File: config.mk
export PLATFORM = sky130hd
export DESIGN_NAME = sbox_pipe
export DESIGN_NICKNAME = d
export VERILOG_FILES = /design/src/rtl/sbox_pipe.sv
export SDC_FILE = /design/constraint.sdc
export NUM_CORES = 1
export LEC_CHECK = 0
export ABC_AREA = 0
export CAP_MARGIN = 20
export CORE_MARGIN = 4
export CORE_UTILIZATION = 30
export CTS_BUF_LIST = sky130_fd_sc_hd__clkbuf_2
export CTS_CLUSTER_SIZE = 12
export DETAILED_ROUTE_END_ITERATION = 6
export PLACE_DENSITY = 0.45
export SKIP_LAST_GASP = 1
export SLEW_MARGIN = 10
export SYNTH_ARGS = -nofsm -noshare
export SYNTH_HDL_FRONTEND = slang
export SYNTH_SLANG_ARGS = --single-unit
export TNS_END_PERCENT = 100
File: constraint.sdc
create_clock -name clk -period 6.87 [get_ports clk]
set_clock_uncertainty 0.2 [all_clocks]
set_input_delay 1.374 -clock clk [delete_from_list [all_inputs] [get_ports clk]]
set_output_delay 1.374 -clock clk [all_outputs]
set_load 0.02 [all_outputs]
File: src/rtl/sbox_pipe.sv
// Three-stage multi-lane AES S-box on a GF((2^4)^2) composite-field datapath with valid/ready flow control.
// Define SBOX_PIPE_INV_EN to add per-transaction inverse S-box selection through in_inv.
module sbox_pipe #(
  parameter int NUM_BYTES = 4,
  parameter int TAG_W     = 4
) (
  input  logic                   clk,
  input  logic                   rst_n,
  input  logic                   in_valid,
  output logic                   in_ready,
  input  logic [8*NUM_BYTES-1:0] in_data,
  input  logic                   in_inv,
  input  logic [TAG_W-1:0]       in_tag,
  output logic                   out_valid,
  input  logic                   out_ready,
  output logic [8*NUM_BYTES-1:0] out_data,
  output logic [TAG_W-1:0]       out_tag
);
  localparam int W = 8 * NUM_BYTES;
  // Extension element Y satisfies Y^2 + Y + V = 0; V has trace 1 so this is irreducible over GF(16).
  localparam logic [3:0] V = 4'hE;

  function automatic logic [3:0] gf4_mul(input logic [3:0] a, input logic [3:0] b);
    logic [3:0] r;
    logic [3:0] t;
    r = '0;
    t = a;
    for (int i = 0; i < 4; i++) begin
      if (b[i]) r = r ^ t;
      t = {t[2:0], 1'b0} ^ (t[3] ? 4'h3 : 4'h0);
    end
    return r;
  endfunction

  // a^14 == a^-1 in GF(16), and maps 0 to 0 as the S-box requires
  function automatic logic [3:0] gf4_inv(input logic [3:0] a);
    logic [3:0] a2, a4, a8;
    a2 = gf4_mul(a, a);
    a4 = gf4_mul(a2, a2);
    a8 = gf4_mul(a4, a4);
    return gf4_mul(gf4_mul(a8, a4), a2);
  endfunction

  function automatic logic [7:0] gf8_mul(input logic [7:0] a, input logic [7:0] b);
    logic [7:0] r;
    logic [7:0] t;
    r = '0;
    t = a;
    for (int i = 0; i < 8; i++) begin
      if (b[i]) r = r ^ t;
      t = {t[6:0], 1'b0} ^ (t[7] ? 8'h1B : 8'h00);
    end
    return r;
  endfunction

  // Column k of m is the image of input bit k.
  function automatic logic [7:0] lin_map(input logic [63:0] m, input logic [7:0] x);
    logic [7:0] r;
    r = '0;
    for (int k = 0; k < 8; k++) begin
      if (x[k]) r = r ^ m[8*k +: 8];
    end
    return r;
  endfunction

  // Elaboration-time derivation of both basis-change matrices: {GF(2^8)->composite, composite->GF(2^8)}.
  function automatic logic [127:0] build_maps();
    logic [7:0]  e, a, y, vp;
    logic [31:0] pw;
    logic [63:0] fwd, bwd;
    a = 8'h00;
    y = 8'h00;
    for (int c = 1; c < 256; c++) begin
      e = 8'(c);
      if ((gf8_mul(gf8_mul(e, e), gf8_mul(e, e)) ^ e ^ 8'h01) == 8'h00) a = e;
    end
    pw = {gf8_mul(gf8_mul(a, a), a), gf8_mul(a, a), a, 8'h01};
    vp = 8'h00;
    for (int i = 0; i < 4; i++) begin
      if (V[i]) vp = vp ^ pw[8*i +: 8];
    end
    for (int c = 1; c < 256; c++) begin
      e = 8'(c);
      if ((gf8_mul(e, e) ^ e ^ vp) == 8'h00) y = e;
    end
    for (int i = 0; i < 4; i++) begin
      fwd[8*i +: 8]     = pw[8*i +: 8];
      fwd[8*(i+4) +: 8] = gf8_mul(y, pw[8*i +: 8]);
    end
    bwd = '0;
    for (int k = 0; k < 8; k++) begin
      for (int c = 0; c < 256; c++) begin
        if (lin_map(fwd, 8'(c)) == (8'h01 << k)) bwd[8*k +: 8] = 8'(c);
      end
    end
    return {bwd, fwd};
  endfunction

  function automatic logic [7:0] rotl(input logic [7:0] b, input int n);
    logic [15:0] t;
    t = {b, b} << n;
    return t[15:8];
  endfunction

  function automatic logic [7:0] affine(input logic [7:0] b);
    return b ^ rotl(b, 1) ^ rotl(b, 2) ^ rotl(b, 3) ^ rotl(b, 4) ^ 8'h63;
  endfunction

  function automatic logic [7:0] inv_affine(input logic [7:0] s);
    return rotl(s, 1) ^ rotl(s, 3) ^ rotl(s, 6) ^ 8'h05;
  endfunction

  localparam logic [127:0] MAPS    = build_maps();
  localparam logic [63:0]  ISO     = MAPS[127:64];
  localparam logic [63:0]  INV_ISO = MAPS[63:0];

  logic                   stall;
  logic                   s1_valid, s2_valid;
  logic [TAG_W-1:0]       s1_tag, s2_tag;
  logic [W-1:0]           s1_data, s2_data;
  logic [4*NUM_BYTES-1:0] s2_dinv;
  logic [W-1:0]           s1_data_next, out_data_next;
  logic [4*NUM_BYTES-1:0] dinv_next;

  assign stall    = out_valid && !out_ready;
  assign in_ready = !stall;

`ifdef SBOX_PIPE_INV_EN
  logic s1_inv, s2_inv;

  always_ff @(posedge clk or negedge rst_n) begin
    if (!rst_n) begin
      s1_inv <= 1'b0;
      s2_inv <= 1'b0;
    end else if (!stall) begin
      s1_inv <= in_inv;
      s2_inv <= s1_inv;
    end
  end
`else
  logic unused_inv;
  assign unused_inv = in_inv;
`endif

  for (genvar gi = 0; gi < NUM_BYTES; gi++) begin : g_lane
    logic [7:0] s1_in, s3_lin;
    logic [3:0] g1, g0, hi, lo, dinv;

`ifdef SBOX_PIPE_INV_EN
    assign s1_in = in_inv ? inv_affine(in_data[8*gi +: 8]) : in_data[8*gi +: 8];
`else
    assign s1_in = in_data[8*gi +: 8];
`endif
    assign s1_data_next[8*gi +: 8] = lin_map(ISO, s1_in);

    assign g1 = s1_data[8*gi+4 +: 4];
    assign g0 = s1_data[8*gi +: 4];
    assign dinv_next[4*gi +: 4] = gf4_inv(gf4_mul(g1, g0) ^ gf4_mul(g0, g0) ^ gf4_mul(V, gf4_mul(g1, g1)));

    assign dinv   = s2_dinv[4*gi +: 4];
    assign hi     = gf4_mul(s2_data[8*gi+4 +: 4], dinv);
    assign lo     = gf4_mul(s2_data[8*gi+4 +: 4] ^ s2_data[8*gi +: 4], dinv);
    assign s3_lin = lin_map(INV_ISO, {hi, lo});
`ifdef SBOX_PIPE_INV_EN
    assign out_data_next[8*gi +: 8] = s2_inv ? s3_lin : affine(s3_lin);
`else
    assign out_data_next[8*gi +: 8] = affine(s3_lin);
`endif
  end

  // Whole pipe advances in lockstep; a stalled output freezes every stage.
  always_ff @(posedge clk or negedge rst_n) begin
    if (!rst_n) begin
      s1_valid  <= 1'b0;
      s2_valid  <= 1'b0;
      out_valid <= 1'b0;
      s1_tag    <= '0;
      s2_tag    <= '0;
      out_tag   <= '0;
      s1_data   <= '0;
      s2_data   <= '0;
      s2_dinv   <= '0;
      out_data  <= '0;
    end else if (!stall) begin
      s1_valid  <= in_valid;
      s1_tag    <= in_tag;
      s1_data   <= s1_data_next;
      s2_valid  <= s1_valid;
      s2_tag    <= s1_tag;
      s2_data   <= s1_data;
      s2_dinv   <= dinv_next;
      out_valid <= s2_valid;
      out_tag   <= s2_tag;
      out_data  <= out_data_next;
    end
  end
endmodule

# Yosys cells after proc, flatten, opt, wreduce, memory -nomap -nowiden
# Index checks and enable logic that the tools add are counted.
# W data, S select, Z words.
# word_totals
reg_bits	127
input_bits	41
output_inout_bits	38
wordCells	689
# op_classes
mux	348
bitwise	328
reduce_logical	3
# op_table
op	count
$mux W4	180
$xor A4 B4 Y4	132
$xor A4 B2 Y4	108
$mux W2	108
$mux W7	24
$mux W8	20
$not A4 Y4	32
$xor A8 B8 Y8	16
$not A5 Y5	16
$mux W6	8
$not A3 Y3	12
$not A2 Y2	8
$not A4 Y4 const A	4
$mux W1	8
$logic_not A1 Y1	2
$logic_and A1 B1 Y1	1

# Logic depth before layout (Yosys ltp)
# depth
depth_word	56
ltp_mapped	29
ltp_nobuf	26

# Worst setup path after synthesis
# Ideal clock, no wire load.
# synth_path
path_kind	reg2reg
startpoint	reg s1_data[19]
endpoint	reg s2_dinv[11]
setup_ps	137
arrival_ps	6225
t_required_ps	6533
setup_slack_ps	308
path_stages_with_launch	30
path_buffers	3
synth_period_minus_slack_ps	6562
cell_sequence	dfrtp_1 clkbuf_1 inv_1 ha_1 xnor2_1 nor2_1 mux2_2 a32oi_1 xor2_1 inv_2 ha_1 clkbuf_1 inv_1 nor2_1 o21ai_1 xnor2_1 xor2_1 ha_1 clkbuf_1 nand2_1 inv_1 nand3_1 o221a_2 nand4_1 a21oi_1 xnor2_1 mux2_2 a22oi_1 xnor2_1 a21oi_1
# synth_via
elab_chain_cells	46
word_cells_on_any_way	77
classes_between	mux (39); bitwise (38)
# synth_lines
item	line	source
from (decl)	120	logic [W-1:0] s1_data, s2_data;
from (signal assigned)	187	s1_data <= s1_data_next;
$mux W2 / $mux W4 (equally long branches)	30, 29	
$xor A4 B2 Y4 / $xor A4 B4 Y4 (equally long branches)	30, 29	
$xor A4 B4 Y4 / $mux W4 (equally long branches)	29	if (b[i]) r = r ^ t;
$mux W4 / $xor A4 B4 Y4 (equally long branches)	29	
$xor A4 B4 Y4 / $mux W4 (equally long branches)	29	
$mux W4 / $xor A4 B4 Y4 (equally long branches)	29	
$xor A4 B4 Y4 / $mux W4 (equally long branches)	29	
$mux W4 / $xor A4 B4 Y4 (equally long branches)	29, 158	
[... 30 more ...]	n/a	
$mux W4 / $xor A4 B4 Y4 (equally long branches)	29	
$mux W4 / $xor A4 B2 Y4 (equally long branches)	29, 30	
$xor A4 B4 Y4 / $xor A4 B2 Y4 (equally long branches)	29, 30	
$mux W4 / $xor A4 B2 Y4 (equally long branches)	29, 30	
$xor A4 B4 Y4	29	
$mux W4	29	
$xor A4 B4 Y4	29	
$mux W4 (*)	29	
to (signal assigned)	191	s2_dinv <= dinv_next;
to (decl)	121	logic [4*NUM_BYTES-1:0] s2_dinv;
# Mark *: on every way between the ends. The rest lies on a longest branch, timed or not.
# A chain may end at the register's enable or synchronous reset.

# Final worst setup path
# layout_path
startpoint	reg s1_data[7]
endpoint	reg s2_dinv[3]
# layout_via
elab_chain_cells	53
word_cells_on_any_way	90
classes_between	mux (46); bitwise (44)
# layout_lines
item	line	source
$mux W2	30	t = {t[2:0], 1'b0} ^ (t[3] ? 4'h3 : 4'h0);
$xor A4 B2 Y4	30	
$xor A4 B4 Y4	29	
$mux W4	29	
$xor A4 B4 Y4	29	
$mux W4	29	
$xor A4 B4 Y4	29	
$mux W4 (2 in series)	29	
[... 36 more ...]	n/a	
$mux W4	29	
$xor A4 B2 Y4	30	
$xor A4 B4 Y4	29	
$mux W4	29	
$xor A4 B4 Y4	29	
$mux W4	29	
$xor A4 B4 Y4	29	
$mux W4 (*)	29	
# Marks and branches as above.

==> results.py <==
metrics = {
    "floorplanning": {
        "num_rows": 75,
        "die_area_mm2": 0.0457,
        "start_util": 0.303,
        "coreArea_mm2": 0.0419,
        "dieWidth_um": 214,
        "ios": 79,
        "die_y_um": 214,
    },
    "clock_network": {
        "post_cts_resize_count": 0,
        "cts_hold_buf": 0,
        "clock_sink_count": 127,
        "cts_tree": "done",
        "clockBufferDepth": 2,
        "path_clk_slew_ns": 0.21,
        "numCtsBuffers": 17,
        "htreeDepth": 4,
        "insertion_delay_ns": 0.76,
        "cts-root-buf": "clkbuf_2",
        "cts_post_setup_buffers_inserted": 0,
    },
    "synth": {
        "ys_top_cells_by_count": "nand2_1 (346), xnor2_1 (272), nor2_1 (134)",
        "synthArstFlopShare": 1.00,
        "yosys_register_bits": 127,
        "avgSynthCellArea_um2": 7.79,
        "synth_area_leaders": "dfrtp_1 (25%), xnor2_1 (19%), nand2_1 (10%)",
        "synth_seq_area_share": 0.250,
        "yosysMostFrequentCell": "nand2_1",
        "yosysWarnings": 0,
        "synth_cell_types": 73,
        "synth.cell_area_mm2": 0.0127,
        "synth.largest_area_cell": "dfrtp_1",
        "synth-main-ff-cell": "dfrtp_1",
        "syn_inst": 1631,
        "syn_nets": 1700,
        "netlist.area_leader.share": 0.250,
        "synth-edff-count": 0,
    },
    "layout": {
        "syn_to_final_growth_pct": 11.2,
        "design_area_mm2": 0.0141,
        "final_nets": 1709,
        "layout-drive-gt1-share": 0.0527,
    },
    "critical_path": {
        "end_kind": "flop",
        "r2r_end": "s2_dinv[3]",
        "r2r_slack_ns": 0.52,
        "r2r_start": "s1_data[7]",
        "cp.arrival_ns": 6.86,
        "startpoint_type": "flop",
        "crit_fanout": 9,
        "crit_type": "reg2reg",
        "required_ns": 7.38,
        "r2r_cells": 23,
    },
    "global_route": {
        "grt_max_degree": 85,
        "grt_usage": 0.133,
        "overflow": 0,
        "antenna_found_initial": 1,
        "grt_pass1_vias": 10015,
        "grt_pass1_wl_mm": 50.9,
    },
    "routing": {
        "drt_first_iter_violations": 431,
        "ant_nets": 0,
        "wl_per_cell_um": 13.5,
        "avgViaCountPerCell": 4.78,
        "drtPass1Iterations": 4,
        "drc": 0,
        "vias": 10471,
        "routed_wl_mm": 29.7,
    },
    "sta": {
        "timing.slew.headroom": 0.306,
        "setup_slack_ns": 0.523,
        "post-route-period-util": 0.924,
        "fin_setup_tns_ns": 0,
        "worstMarginPinSlew_ns": 1.03,
        "fmax_ghz": 0.158,
        "drv_slew": 0,
        "period_minus_slack_ns": 6.35,
        "setup_viol": 0,
        "rsz0062_at_grt": "false",
        "hold_violations": 0,
    },
    "job": {
        "max_cap_violations": 0,
    },
    "placed_design": {
        "portBuffers": 77,
        "dpl.hpwl_mm": 21.5,
        "place_area_mm2": 0.0139,
        "pre_cts_slack_ns": 0.543,
        "gp_congestion": 0.803,
    },
    "outcome": {
        "status": "complete, no violations",
    },
    "min_path": {
        "min_path_type": "reg2reg",
        "min_to": "out_data[31]",
        "hold_start": "out_data[31]",
        "hold_depth": 2,
    },
}
==> cells in the final DEF, fill, tap and decap left out, types with 5 or more instances in the layout <==
cell	synthesis	routed
o21ai_1	13	13
o21ai_0	78	78
a211o_1	6	6
a31oi_1	9	9
and3_1	5	5
a211oi_1	14	14
ha_1	28	28
nor2b_1	16	15
inv_2	5	5
nand4_1	5	5
nand2b_1	19	19
clkinvlp_4	0	5
a32oi_1	5	5
xnor2_1	272	272
nand2_1	346	346
xor2_1	122	122
a21oi_1	99	99
a22oi_1	14	14
xor3_1	7	7
o31ai_1	5	5
inv_1	20	19
clkdlybuf4s50_1	0	76
o221ai_1	7	7
dfrtp_1	127	127
o22ai_1	6	6
buf_4	2	28
nor2_1	134	134
mux2i_1	18	18
o211ai_1	5	5
mux2_2	9	9
nand3b_1	7	7
nor3_1	24	24
nand3_1	13	13
xnor3_1	14	14
clkbuf_2	0	18
==> cell families after synthesis <==
| kind of cell | Yosys count | synth area share |
|---|---|---|
| flops | 127 | 0.250 |
| xor+xnor | 420 | 0.316 |
| compound gates | 294 | 0.143 |
| buf+inv | 140 | 0.0433 |
| fa+ha+maj | 28 | 0.0276 |
| mux | 29 | 0.0239 |
| simple gates | 593 | 0.196 |
==> layer usage <==
| layer | part of all wire | GRT usage | vias to the layer above |
|---|---|---|---|
| met1 | 0.51 | 0.188 | 4904 |
| met4 | 0.0082 | 0.0258 | 0 |
| met5 | 0 | 0 | - |
| met2 | 0.46 | 0.218 | 136 |
| li1 | - | - | 5419 |
| met3 | 0.026 | 0.0212 | 12 |
==> through the flow <==
stage	instances	hold WS, ns	utilization
finish	2192	0.294	0.337
CTS	2191	0.299	0.337
floorplan	1631	0.230	-
global placement	2160	0.251	0.332
detailed placement	2160	0.257	0.332
global route	2192	0.322	0.337
==> flip-flops by register name (all words and copies together), names as in the netlist <==
name and flops:
s2_data 32, s1_data 32, out_valid 1, s2_valid 1, s1_valid 1, s1_tag 4
out_data 32, out_tag 4, s2_dinv 16, s2_tag 4
==> worst max path at each step <==
stage / slack, ns / cells after the start / start / end
after floorplan: 0.31 / 29 / s1_data[19] / s2_dinv[11]
after global placement: 0.56 / 23 / s1_data[7] / s2_dinv[3]
after detailed placement: 0.54 / 23 / s1_data[7] / s2_dinv[3]
after CTS: 0.47 / 23 / s1_data[7] / s2_dinv[3]
after global routing: 0.008 / 23 / s1_data[7] / s2_dinv[3]
final: 0.52 / 23 / s1_data[7] / s2_dinv[3]
==> final cells by class <==
class,instances,area (um2)
fill,4402,27800
multi-input combinational,1364,8990
sequential,127,3180
timing repair buffer,105,982
tap,539,674
clock inverter,13,124
inverter,25,96.3
clock buffer,18,90.1
antenna,1,2.50
==> worst max-delay path, cell delays in order, from the launching register on <==
cell,delay [ns]
dfrtp_1,0.59
inv_1,0.11
ha_1,0.33
nor2b_1,0.15
xnor2_1,0.20
xnor2_1,0.16
xnor3_1,0.52
xnor2_1,0.25
inv_2,0.10
ha_1,0.41
inv_1,0.15
nand2_1,0.09
nand3_1,0.08
xnor2_1,0.46
xnor2_1,0.14
ha_1,0.43
nand2b_1,0.21
a211o_1,0.30
a32o_1,0.21
o21ai_1,0.33
o21ai_0,0.19
xnor2_1,0.23
xnor3_1,0.32
o21ai_1,0.12
Power is left out: the tool's default activity adds up to more than one toggle a clock period on the data nets, which glitch-free logic cannot reach.
